**config.mk**
```make
export PLATFORM = sky130hd
export DESIGN_NAME = ndf_page_reader
export DESIGN_NICKNAME = d
export VERILOG_FILES = /design/src/rtl/ndf_pkg.sv /design/src/rtl/ndf_rb_sync.sv /design/src/rtl/ndf_page_reader.sv
export SDC_FILE = /design/constraint.sdc
export NUM_CORES = 1
export LEC_CHECK = 0
export ABC_AREA = 1
export CORE_UTILIZATION = 45
export CTS_CLUSTER_SIZE = 12
export DETAILED_ROUTE_END_ITERATION = 12
export PLACE_DENSITY = 0.69
export SLEW_MARGIN = 20
export SYNTH_ARGS = -nofsm -noshare
export SYNTH_HDL_FRONTEND = slang
export SYNTH_SLANG_ARGS = --single-unit
```
**constraint.sdc**
```tcl
create_clock -name clk10 -period 2.2 [get_ports clk10]
set_input_delay 0.33 -clock clk10 [delete_from_list [all_inputs] [get_ports clk10]]
set_output_delay 0.33 -clock clk10 [all_outputs]
set_load 0.01 [all_outputs]
```
**src/rtl/ndf_pkg.sv**
```systemverilog
// rtl/ndf_pkg.sv - shared constants, FSM encoding and address helper for the NAND page reader
//
// Purpose: NAND command opcodes, the 4-bit page-read FSM state encoding and
//          the address-byte selector used when issuing address cycles.
// Ports:   none (package).

package ndf_pkg;

  localparam logic [7:0] NDF_CMD_READ1 = 8'h00;
  localparam logic [7:0] NDF_CMD_READ2 = 8'h30;

  typedef enum logic [3:0] {
    S_IDLE    = 4'd0,
    S_CMD1_S  = 4'd1,
    S_CMD1_H  = 4'd2,
    S_ADDR_S  = 4'd3,
    S_ADDR_H  = 4'd4,
    S_CMD2_S  = 4'd5,
    S_CMD2_H  = 4'd6,
    S_TWB     = 4'd7,
    S_WAIT_RB = 4'd8,
    S_RD_L1   = 4'd9,
    S_RD_L2   = 4'd10,
    S_RD_H    = 4'd11,
    S_DONE    = 4'd12,
    S_ERR     = 4'd13
  } ndf_state_e;

  // Address cycle idx: two column bytes first, then row bytes, each LSB first.
  function automatic logic [7:0] ndf_addr_byte(input logic [15:0] col,
                                               input logic [23:0] row,
                                               input logic [2:0]  idx);
    logic [7:0] b;
    b = 8'h00;
    case (idx)
      3'd0:    b = col[7:0];
      3'd1:    b = col[15:8];
      3'd2:    b = row[7:0];
      3'd3:    b = row[15:8];
      3'd4:    b = row[23:16];
      default: b = 8'h00;
    endcase
    return b;
  endfunction

endpackage

```
**src/rtl/ndf_rb_sync.sv**
```systemverilog
// rtl/ndf_rb_sync.sv - two-flop synchronizer for the NAND ready/busy line
//
// Purpose: brings the asynchronous open-drain R/B# into the clk10 domain.
//          Resets to 1 (ready) so the idle bus never looks busy.
// Ports:
//   clk_i    in  1  system clock
//   rst_i    in  1  synchronous active-high reset
//   rb_n_i   in  1  raw R/B# from the pin
//   rb_n_o   out 1  synchronized R/B#, two cycles of latency

module ndf_rb_sync (
  input  logic clk_i,
  input  logic rst_i,
  input  logic rb_n_i,
  output logic rb_n_o
);

  logic meta_q;
  logic sync_q;

  always_ff @(posedge clk_i) begin
    if (rst_i) begin
      meta_q <= 1'b1;
      sync_q <= 1'b1;
    end else begin
      meta_q <= rb_n_i;
      sync_q <= meta_q;
    end
  end

  assign rb_n_o = sync_q;

endmodule

```
**src/rtl/ndf_page_reader.sv**
```systemverilog
// rtl/ndf_page_reader.sv - sequences one NAND page read and streams the bytes out
//
// Purpose: issues 00h, ADDR_CYCLES address bytes and 30h, waits for R/B# high
//          (with a timeout), then strobes RE# LEN times and presents each byte
//          on a valid/ready stream. All outputs are registered.
// Ports:
//   clk10, rst               clock (10 MHz) and synchronous active-high reset
//   start, col, row, len     request; inputs latched when start is accepted
//   busy, done, timeout      operation status (done/timeout are 1-cycle pulses)
//   ndf_r_b_n                asynchronous ready/busy from the flash
//   ndf_ce_n..ndf_wp_n       flash control strobes
//   ndf_io_o, ndf_io_oe      flash write data and its drive enable
//   ndf_io_i                 flash read data
//   dout_data/valid/ready    read byte stream

module ndf_page_reader
  import ndf_pkg::*;
#(
  parameter int ADDR_CYCLES    = 5,
  parameter int LEN_W          = 13,
  parameter int TWB_CYCLES     = 2,
  parameter int TIMEOUT_CYCLES = 20000
) (
  input  logic             clk10,
  input  logic             rst,
  input  logic             start,
  input  logic [15:0]      col,
  input  logic [23:0]      row,
  input  logic [LEN_W-1:0] len,
  output logic             busy,
  output logic             done,
  output logic             timeout,
  input  logic             ndf_r_b_n,
  output logic             ndf_ce_n,
  output logic             ndf_cle,
  output logic             ndf_ale,
  output logic             ndf_we_n,
  output logic             ndf_re_n,
  output logic             ndf_wp_n,
  output logic [7:0]       ndf_io_o,
  output logic             ndf_io_oe,
  input  logic [7:0]       ndf_io_i,
  output logic [7:0]       dout_data,
  output logic             dout_valid,
  input  logic             dout_ready
);

  // One counter serves the address loop, tWB idle and the R/B# timeout.
  localparam int CNT_W = 16;
  localparam logic [CNT_W-1:0] ADDR_LAST = CNT_W'(ADDR_CYCLES - 1);
  localparam logic [CNT_W-1:0] TWB_LAST  = CNT_W'(TWB_CYCLES - 1);
  localparam logic [CNT_W-1:0] TO_LAST   = CNT_W'(TIMEOUT_CYCLES - 1);

  ndf_state_e       state_q, state_d;
  logic [CNT_W-1:0] cnt_q, cnt_d;
  logic [LEN_W-1:0] bcnt_q, bcnt_d;
  logic [15:0]      col_q, col_d;
  logic [23:0]      row_q, row_d;
  logic [LEN_W-1:0] len_q, len_d;
  logic [7:0]       dout_data_q, dout_data_d;
  logic             dout_valid_q, dout_valid_d;

  logic             ce_n_q, ce_n_d;
  logic             cle_q, cle_d;
  logic             ale_q, ale_d;
  logic             we_n_q, we_n_d;
  logic             re_n_q, re_n_d;
  logic [7:0]       io_o_q, io_o_d;
  logic             io_oe_q, io_oe_d;
  logic             busy_q, busy_d;
  logic             done_q, done_d;
  logic             timeout_q, timeout_d;

  logic             rb_n_sync;

  ndf_rb_sync u_rb_sync (
    .clk_i  (clk10),
    .rst_i  (rst),
    .rb_n_i (ndf_r_b_n),
    .rb_n_o (rb_n_sync)
  );

  always_ff @(posedge clk10) begin
    if (rst) begin
      state_q      <= S_IDLE;
      cnt_q        <= '0;
      bcnt_q       <= '0;
      col_q        <= '0;
      row_q        <= '0;
      len_q        <= '0;
      dout_data_q  <= 8'h00;
      dout_valid_q <= 1'b0;
      ce_n_q       <= 1'b1;
      cle_q        <= 1'b0;
      ale_q        <= 1'b0;
      we_n_q       <= 1'b1;
      re_n_q       <= 1'b1;
      io_o_q       <= 8'h00;
      io_oe_q      <= 1'b0;
      busy_q       <= 1'b0;
      done_q       <= 1'b0;
      timeout_q    <= 1'b0;
    end else begin
      state_q      <= state_d;
      cnt_q        <= cnt_d;
      bcnt_q       <= bcnt_d;
      col_q        <= col_d;
      row_q        <= row_d;
      len_q        <= len_d;
      dout_data_q  <= dout_data_d;
      dout_valid_q <= dout_valid_d;
      ce_n_q       <= ce_n_d;
      cle_q        <= cle_d;
      ale_q        <= ale_d;
      we_n_q       <= we_n_d;
      re_n_q       <= re_n_d;
      io_o_q       <= io_o_d;
      io_oe_q      <= io_oe_d;
      busy_q       <= busy_d;
      done_q       <= done_d;
      timeout_q    <= timeout_d;
    end
  end

  always_comb begin
    state_d      = state_q;
    cnt_d        = cnt_q;
    bcnt_d       = bcnt_q;
    col_d        = col_q;
    row_d        = row_q;
    len_d        = len_q;
    dout_data_d  = dout_data_q;
    dout_valid_d = dout_valid_q;

    // Holding register drains on a handshake; a capture below overrides it.
    if (dout_valid_q && dout_ready) begin
      dout_valid_d = 1'b0;
    end

    unique case (state_q)
      S_IDLE: begin
        cnt_d = '0;
        if (start) begin
          state_d = S_CMD1_S;
          col_d   = col;
          row_d   = row;
          len_d   = len;
          bcnt_d  = '0;
        end
      end
      S_CMD1_S: state_d = S_CMD1_H;
      S_CMD1_H: begin
        state_d = S_ADDR_S;
        cnt_d   = '0;
      end
      S_ADDR_S: state_d = S_ADDR_H;
      S_ADDR_H: begin
        if (cnt_q == ADDR_LAST) begin
          state_d = S_CMD2_S;
          cnt_d   = '0;
        end else begin
          state_d = S_ADDR_S;
          cnt_d   = cnt_q + 1'b1;
        end
      end
      S_CMD2_S: state_d = S_CMD2_H;
      S_CMD2_H: begin
        state_d = S_TWB;
        cnt_d   = '0;
      end
      S_TWB: begin
        if (cnt_q == TWB_LAST) begin
          state_d = S_WAIT_RB;
          cnt_d   = '0;
        end else begin
          cnt_d = cnt_q + 1'b1;
        end
      end
      S_WAIT_RB: begin
        // Ready wins over an expiring timeout in the same cycle.
        if (rb_n_sync) begin
          state_d = (len_q == '0) ? S_DONE : S_RD_L1;
          cnt_d   = '0;
        end else if (cnt_q == TO_LAST) begin
          state_d = S_ERR;
          cnt_d   = '0;
        end else begin
          cnt_d = cnt_q + 1'b1;
        end
      end
      S_RD_L1: state_d = S_RD_L2;
      S_RD_L2: begin
        state_d      = S_RD_H;
        dout_data_d  = ndf_io_i;
        dout_valid_d = 1'b1;
        bcnt_d       = bcnt_q + 1'b1;
      end
      S_RD_H: begin
        // No new RE# pulse while a byte is still waiting for the consumer.
        if (!(dout_valid_q && !dout_ready)) begin
          state_d = (bcnt_q == len_q) ? S_DONE : S_RD_L1;
        end
      end
      S_DONE:  state_d = S_IDLE;
      S_ERR:   state_d = S_IDLE;
      default: state_d = S_IDLE;
    endcase
  end

  // Outputs are decoded from the next state and registered, so each pin
  // changes on the same edge the FSM enters the state that owns it.
  always_comb begin
    ce_n_d    = 1'b1;
    cle_d     = 1'b0;
    ale_d     = 1'b0;
    we_n_d    = 1'b1;
    re_n_d    = 1'b1;
    io_o_d    = 8'h00;
    io_oe_d   = 1'b0;
    busy_d    = (state_d != S_IDLE);
    done_d    = 1'b0;
    timeout_d = 1'b0;

    unique case (state_d)
      S_CMD1_S, S_CMD1_H: begin
        ce_n_d  = 1'b0;
        cle_d   = 1'b1;
        we_n_d  = (state_d != S_CMD1_S);
        io_oe_d = 1'b1;
        io_o_d  = NDF_CMD_READ1;
      end
      S_ADDR_S, S_ADDR_H: begin
        ce_n_d  = 1'b0;
        ale_d   = 1'b1;
        we_n_d  = (state_d != S_ADDR_S);
        io_oe_d = 1'b1;
        io_o_d  = ndf_addr_byte(col_d, row_d, cnt_d[2:0]);
      end
      S_CMD2_S, S_CMD2_H: begin
        ce_n_d  = 1'b0;
        cle_d   = 1'b1;
        we_n_d  = (state_d != S_CMD2_S);
        io_oe_d = 1'b1;
        io_o_d  = NDF_CMD_READ2;
      end
      S_TWB, S_WAIT_RB, S_RD_H: begin
        ce_n_d = 1'b0;
      end
      S_RD_L1, S_RD_L2: begin
        ce_n_d = 1'b0;
        re_n_d = 1'b0;
      end
      S_DONE: begin
        done_d = 1'b1;
      end
      S_ERR: begin
        timeout_d = 1'b1;
      end
      default: begin
        ce_n_d = 1'b1;
      end
    endcase
  end

  assign busy       = busy_q;
  assign done       = done_q;
  assign timeout    = timeout_q;
  assign ndf_ce_n   = ce_n_q;
  assign ndf_cle    = cle_q;
  assign ndf_ale    = ale_q;
  assign ndf_we_n   = we_n_q;
  assign ndf_re_n   = re_n_q;
  assign ndf_wp_n   = 1'b0;
  assign ndf_io_o   = io_o_q;
  assign ndf_io_oe  = io_oe_q;
  assign dout_data  = dout_data_q;
  assign dout_valid = dout_valid_q;

endmodule

```
==> flow_summary.ini, run 1 <==
[clocking]
cts_sinks = 114
clockRootBuffer = clkbuf_16
clkLatencyLatePin_ns = 0.42
cts_tree = built
htreeDepth = 4
cts_buffers = 17
cts.clk_slew.worst_paths_ns = 0.05
clk_path_buf_depth = 2

[yosys]
ys_types = 46
ys_ff_latch = 114
syn_nets = 870
synthArstFlopShare = 0
syn-instance-count = 800
avgSynthCellArea_sq_um = 7.04
synth_top_area_cell = dfxtp_1
ys_warn_count = 0
synth-edff-count = 0
ys_seq_area_frac = 0.405
syn-cell-area_sq_um = 5630
synth_common_cells = nand2_1 (179), nor2_1 (138), dfxtp_1 (114)
synth_top_area_frac = 0.405
synth_area_leaders = dfxtp_1 (41%), nand2_1 (12%), nor2_1 (9.2%)
yosysMostFrequentCell = nand2_1
ys_dominant_reg_cell = dfxtp_1

[sta]
tns_ns = 0
fin_hold_ws_ns = 0.305
drv_slew = 0
setup_viol = 0
post-route-period-util = 0.945
fmax_ghz = 0.481
tightest_slew_ns = 0.652
post-route-min-period_ns = 2.08
slew_headroom = 0.565
finClkSkew_ns = 0.00963
hold_viol_final = 0

[cells_and_area]
fill_cells = 1092
regArea_sq_um = 2290
final_nets = 976
diodes = 0
finish.utilization = 0.619
drive_above_1_share = 0.117
finalInstanceArea_sq_um = 7490
syn2layout_area_growth_pct = 33.1
multi_input_area_sq_um = 2900

[power]
power.switching_mw = 1.54
swShare = 0.249
power_mw = 6.19
seq_power_share = 0.369
total_leakage_power_nw = 3.25
p_comb_frac = 0.167
p_clk_frac = 0.463
p_int_mw = 4.65
vdd_drop_max_mv = 0.548
power_density_nw_per_um2 = 826

[drt]
routed-wl-met2_um = 6190
wirelength_um = 13400
top_layer_used = met4
drtAntennaViolNets = 0
vias_per_cell = 4.83
route.detailed.drc = 0
wl_per_cell_um = 12.4
drt_iter0_markers = 260
num_vias = 5243
wl_met3_um = 672
wl_met1_um = 6360
first_pass_iters = 5

[flow_run]
maxCapViolCount = 0

[global_route]
grt_pass1_wl_um = 22700
grt_use_total = 0.222
grt_max_degree = 69
antenna_found_initial = 0
grt_pass1_vias = 4943
grt-ovfl-total = 0

[setup_path]
reg2reg_from = cnt_q[1]
cp-start-kind = register
reg2reg_depth = 16
critPathKind = reg2reg
worstPathRequired_ns = 2.55
rr_endpoint = ndf_io_o[2]
critPathMaxFanout = 6
critPathCaptureType = register
arrival_ns = 2.43
r2r_slack_ns = 0.12

[hold_path]
hold_start = rst
whs_path_depth = 4
hold_class = in2reg
min_to = state_q[2]

[placed_design]
dp_hpwl_um = 9840
place_congestion = 0.895
io_buffer_count = 91
place_area_sq_um = 6800

[floorplanning]
ios = 93
fp.dieH_um = 114
die_w_um = 114
core-area_sq_um = 12100
start_util = 0.465
die_area_sq_um = 13000
rows = 40

[outcome]
run_status = complete, no violations
==> worst max-delay path, cell delays in order, from the launching register on <==
cell	delay [ns]
dfxtp_4	0.37
inv_1	0.06
ha_1	0.17
nand2_1	0.06
nor2_1	0.04
nand2_1	0.10
buf_4	0.13
nand2_1	0.04
nand2_1	0.06
nand2_1	0.05
inv_1	0.16
nand4_1	0.17
nor2_1	0.18
nor2_2	0.08
nor2_2	0.17
inv_2	0.08
nor2_1	0.09
==> repair_timing <==
action,4_1_cts,5_1_grt
resized for setup,0,24
hold buffers,0,0
endpoints found under the setup margin,0,17
buffers inserted,0,2
==> cells by family (layout without fill, tap and decap cells) <==
group	Yosys count	in the layout	synth area share
compound gates	83	83	0.0840
xor+xnor	6	6	0.00933
fa+ha+maj	4	4	0.00889
buf+inv	129	245	0.0906
flops	114	114	0.405
mux	16	16	0.0284
other cells	1	1	0.000666
simple gates	447	448	0.373
==> sequential cells by signal, summed over array words and instances (netlist names), 4 cells and up <==
signal and flops:
row_q 24, cnt_q 16, col_q 16, bcnt_q 13
len_q 13, dout_data 8, ndf_io_o 8, state_q 4
==> metal layers <==
metal | vias to the layer above | track usage
li1 | 2735 | -
met1 | 2364 | 0.288
met2 | 121 | 0.359
met3 | 23 | 0.0584
met4 | 0 | 0.0771
met5 | - | 0
==> cell usage in the layout (no fill, tap or decap), types with 5 or more instances in the layout <==
cell type	synthesis	layout
clkbuf_1	17	5
nand2_2	7	8
and2_1	24	24
nand4_1	10	10
o21ai_0	28	28
clkdlybuf4s50_1	0	90
a211oi_1	6	6
mux2i_1	16	16
nand3_1	40	38
buf_4	1	16
nand2_1	179	177
clkbuf_16	0	17
inv_1	93	92
inv_2	7	8
nor3_1	12	12
nor2_4	5	7
nor2_2	7	12
nand3b_1	10	10
dfxtp_1	114	108
o21ai_1	7	7
nor2_1	138	132
a21oi_1	29	29
==> through the flow <==
stage	std cells	worst slack [ns]
after floorplan	800	0.309
after global placement	1052	0.133
after detailed placement	1052	0.0316
after CTS	1082	0.0238
after global routing	1085	-0.0237
final	1085	0.120
==> cell type report <==
class                      count  share of cell area
inverter                     106              0.0546
clock inverter                 5              0.0167
timing repair buffer         109               0.142
sequential                   114               0.306
multi-input combinational    558               0.387
tap                          168              0.0280
clock buffer                  25              0.0648
==> how the worst max path moves through the flow <==
stage / from / endpoint / slack [ns]
floorplan: cnt_q[0] / ndf_io_o[0] / 0.31
finish: cnt_q[1] / ndf_io_o[2] / 0.12
CTS: cnt_q[0] / ndf_io_o[4] / 0.02
detailed placement: cnt_q[0] / ndf_io_o[2] / 0.03
global placement: start / ndf_io_o[5] / 0.13
global route: cnt_q[1] / ndf_io_o[2] / -0.02
==> power groups by stage <==
stage / registers, mW / clock network [mW] / logic, mW
floorplan: 2.32 / 0 / 0.619
global placement: 2.32 / 0 / 1.01
detailed placement: 2.33 / 0 / 1.03
CTS: 2.29 / 2.91 / 1.03
global route: 2.30 / 3.02 / 1.16
finish: 2.29 / 2.87 / 1.04
(Power assumes the default switching activity.)
==> inputs of run 2 (changes only) <==
--- a/config.mk
+++ b/config.mk
@@ -9,6 +9,7 @@
 export CORE_UTILIZATION = 45
 export CTS_CLUSTER_SIZE = 12
 export DETAILED_ROUTE_END_ITERATION = 12
+export MAX_ROUTING_LAYER = met4
 export PLACE_DENSITY = 0.69
 export SLEW_MARGIN = 20
 export SYNTH_ARGS = -nofsm -noshare
==> run 2 against run 1 <==
  * Global-route usage rose by 1.4 points
  * Sequential power barely moved
  * Flip-flop and latch count did not move
  * Clock skew fell by 0.0024 ns
  * Wire length rose by 3.1%
  * Sequential share of layout area barely moved
  * Non-clock buffer count rose by 3
  * Fmax fell by 1.9%
  * Critical path type unchanged
  * Register-to-register slack got worse by 0.04 ns
==> flow_summary.ini, run 2 (synthesized netlist as in run 1, its figures left out) <==
[outcome]
run_status = complete, no violations

[power]
power.switching_mw = 1.59
power_mw = 6.00
p_clk_frac = 0.442
swShare = 0.265
vdd_drop_max_mv = 0.422
p_comb_frac = 0.177
seq_power_share = 0.382
power_density_nw_per_um2 = 798
p_int_mw = 4.40
total_leakage_power_nw = 3.26

[floorplanning]
core-area_sq_um = 12100
fp.dieH_um = 114
die_w_um = 114
start_util = 0.465
rows = 40
ios = 93
die_area_sq_um = 13000

[drt]
route.detailed.drc = 0
drtAntennaViolNets = 0
wl_per_cell_um = 12.7
wirelength_um = 13900
num_vias = 5286
drt_iter0_markers = 312
vias_per_cell = 4.86
first_pass_iters = 5

[cells_and_area]
largestRegisters = row_q (24), cnt_q (16), col_q (16)
drive_above_1_share = 0.130
syn2layout_area_growth_pct = 33.3
finalInstanceArea_sq_um = 7510
final_nets = 978
largest-register = row_q
final_cell_mix = nand2_1 (176), nor2_1 (133), dfxtp_1 (108)
diodes = 0
finish.utilization = 0.620
largest_reg_flops = 24
final_common_cell = nand2_1

[sta]
fin_hold_ws_ns = 0.331
tightest_slew_ns = 0.666
finClkSkew_ns = 0.00720
fmax_ghz = 0.472
slew_headroom = 0.556
hold_viol_final = 0
drv_slew = 0
setup_viol = 0
post-route-min-period_ns = 2.12
post-route-period-util = 0.964
tns_ns = 0

[setup_path]
startpoint = cnt_q[0]
reg2reg_from = cnt_q[0]
cp-start-kind = register
critical_path.endpoint = ndf_io_o[2]
critPathKind = reg2reg
r2r_slack_ns = 0.08
reg2reg_depth = 15
critPathMaxFanout = 6
arrival_ns = 2.43
worstPathRequired_ns = 2.51
rr_endpoint = ndf_io_o[2]
critPathCaptureType = register

[global_route]
grt_pass1_wl_um = 23400
grt-ovfl-total = 0
grt_max_degree = 69
grt_use_total = 0.237
grt_pass1_vias = 5203
antenna_found_initial = 0

[clocking]
cts_buffers = 17
cts.clk_slew.worst_paths_ns = 0.05
cts_tree = built
clkLatencyLatePin_ns = 0.42
cts_sinks = 114
clockRootBuffer = clkbuf_16
htreeDepth = 4
clk_path_buf_depth = 2

[hold_path]
hold_class = in2reg

[placed_design]
io_buffer_count = 91
dp_hpwl_um = 10100
place_area_sq_um = 6800
place_congestion = 0.927

[flow_run]
maxCapViolCount = 0
-- run 2: cell count changes in the layout (fill, tap and decap cells not counted), sizes merged --
cell      before  now
clkinvlp       0    1
clkbuf        25   21
bufinv         4    2
nor2         153  152
clkinv         5   11
buf           19   22
-- run 2: how the worst min path moves through the flow --
stage                          start                to  depth (start not counted)
global placement    u_rb_sync.meta_q  u_rb_sync.rb_n_o                          1
detailed placement  u_rb_sync.meta_q  u_rb_sync.rb_n_o                          1
floorplan           u_rb_sync.meta_q  u_rb_sync.rb_n_o                          1
CTS                              rst          ndf_we_n                          3
finish                           rst        state_q[2]                          4
global route                     rst          ndf_we_n                          3
-- run 2: critical path, cell delays in order, from the launching register on --
cell      delay, ns
dfxtp_4        0.36
ha_2           0.19
nand2_1        0.08
inv_1          0.05
buf_4          0.13
nor2_2         0.20
nand3_2        0.17
nand3_2        0.13
nor2_4         0.06
buf_4          0.14
nand3_4        0.09
clkinv_2       0.11
nand2_1        0.07
nand3_1        0.08
nor2_1         0.11
nor2_1         0.05
-- run 2: area by class of cell --
type	instances	area, sq um
Inverter	106	409
Fill cell	1115	4600
Clock inverter	10	110
Multi-Input combinational cell	557	2920
Sequential cell	114	2300
Clock buffer	21	460
Timing Repair Buffer	112	1100
Tap cell	168	210
-- run 2: what timing repair did --
item / 4_1_cts / 5_1_grt
buffers inserted: 0 / 5
hold buffers: 0 / 0
resized for setup: 1 / 30
pin swaps: 0 / 11
setup endpoints to repair: 1 / 16
-- run 2: per-layer routing --
| layer | global-route usage | vias to the layer above | part of all wire |
|---|---|---|---|
| li1 | - | 2741 | - |
| met3 | 0.0569 | 17 | 0.041 |
| met4 | 0.0866 | 0 | 0.016 |
| met2 | 0.389 | 119 | 0.48 |
| met5 | - | - | 0 |
| met1 | 0.282 | 2409 | 0.46 |
-- run 2: power groups by stage --
| stage | clock (mW) | combinational, mW | sequential [mW] |
|---|---|---|---|
| 6_report | 2.65 | 1.06 | 2.29 |
| 4_1_cts | 2.69 | 1.03 | 2.29 |
| 5_1_grt | 2.80 | 1.19 | 2.30 |
| 2_1_floorplan | 0 | 0.619 | 2.32 |
| 3_3_place_gp | 0 | 1.01 | 2.32 |
| 3_5_place_dp | 0 | 1.03 | 2.33 |
-- run 2: through the flow --
step                instances  setup slack, ns
global placement         1052            0.135
finish                   1088           0.0799
global route             1088          -0.0373
floorplan                 800            0.309
CTS                      1083           0.0366
detailed placement       1052          0.00480
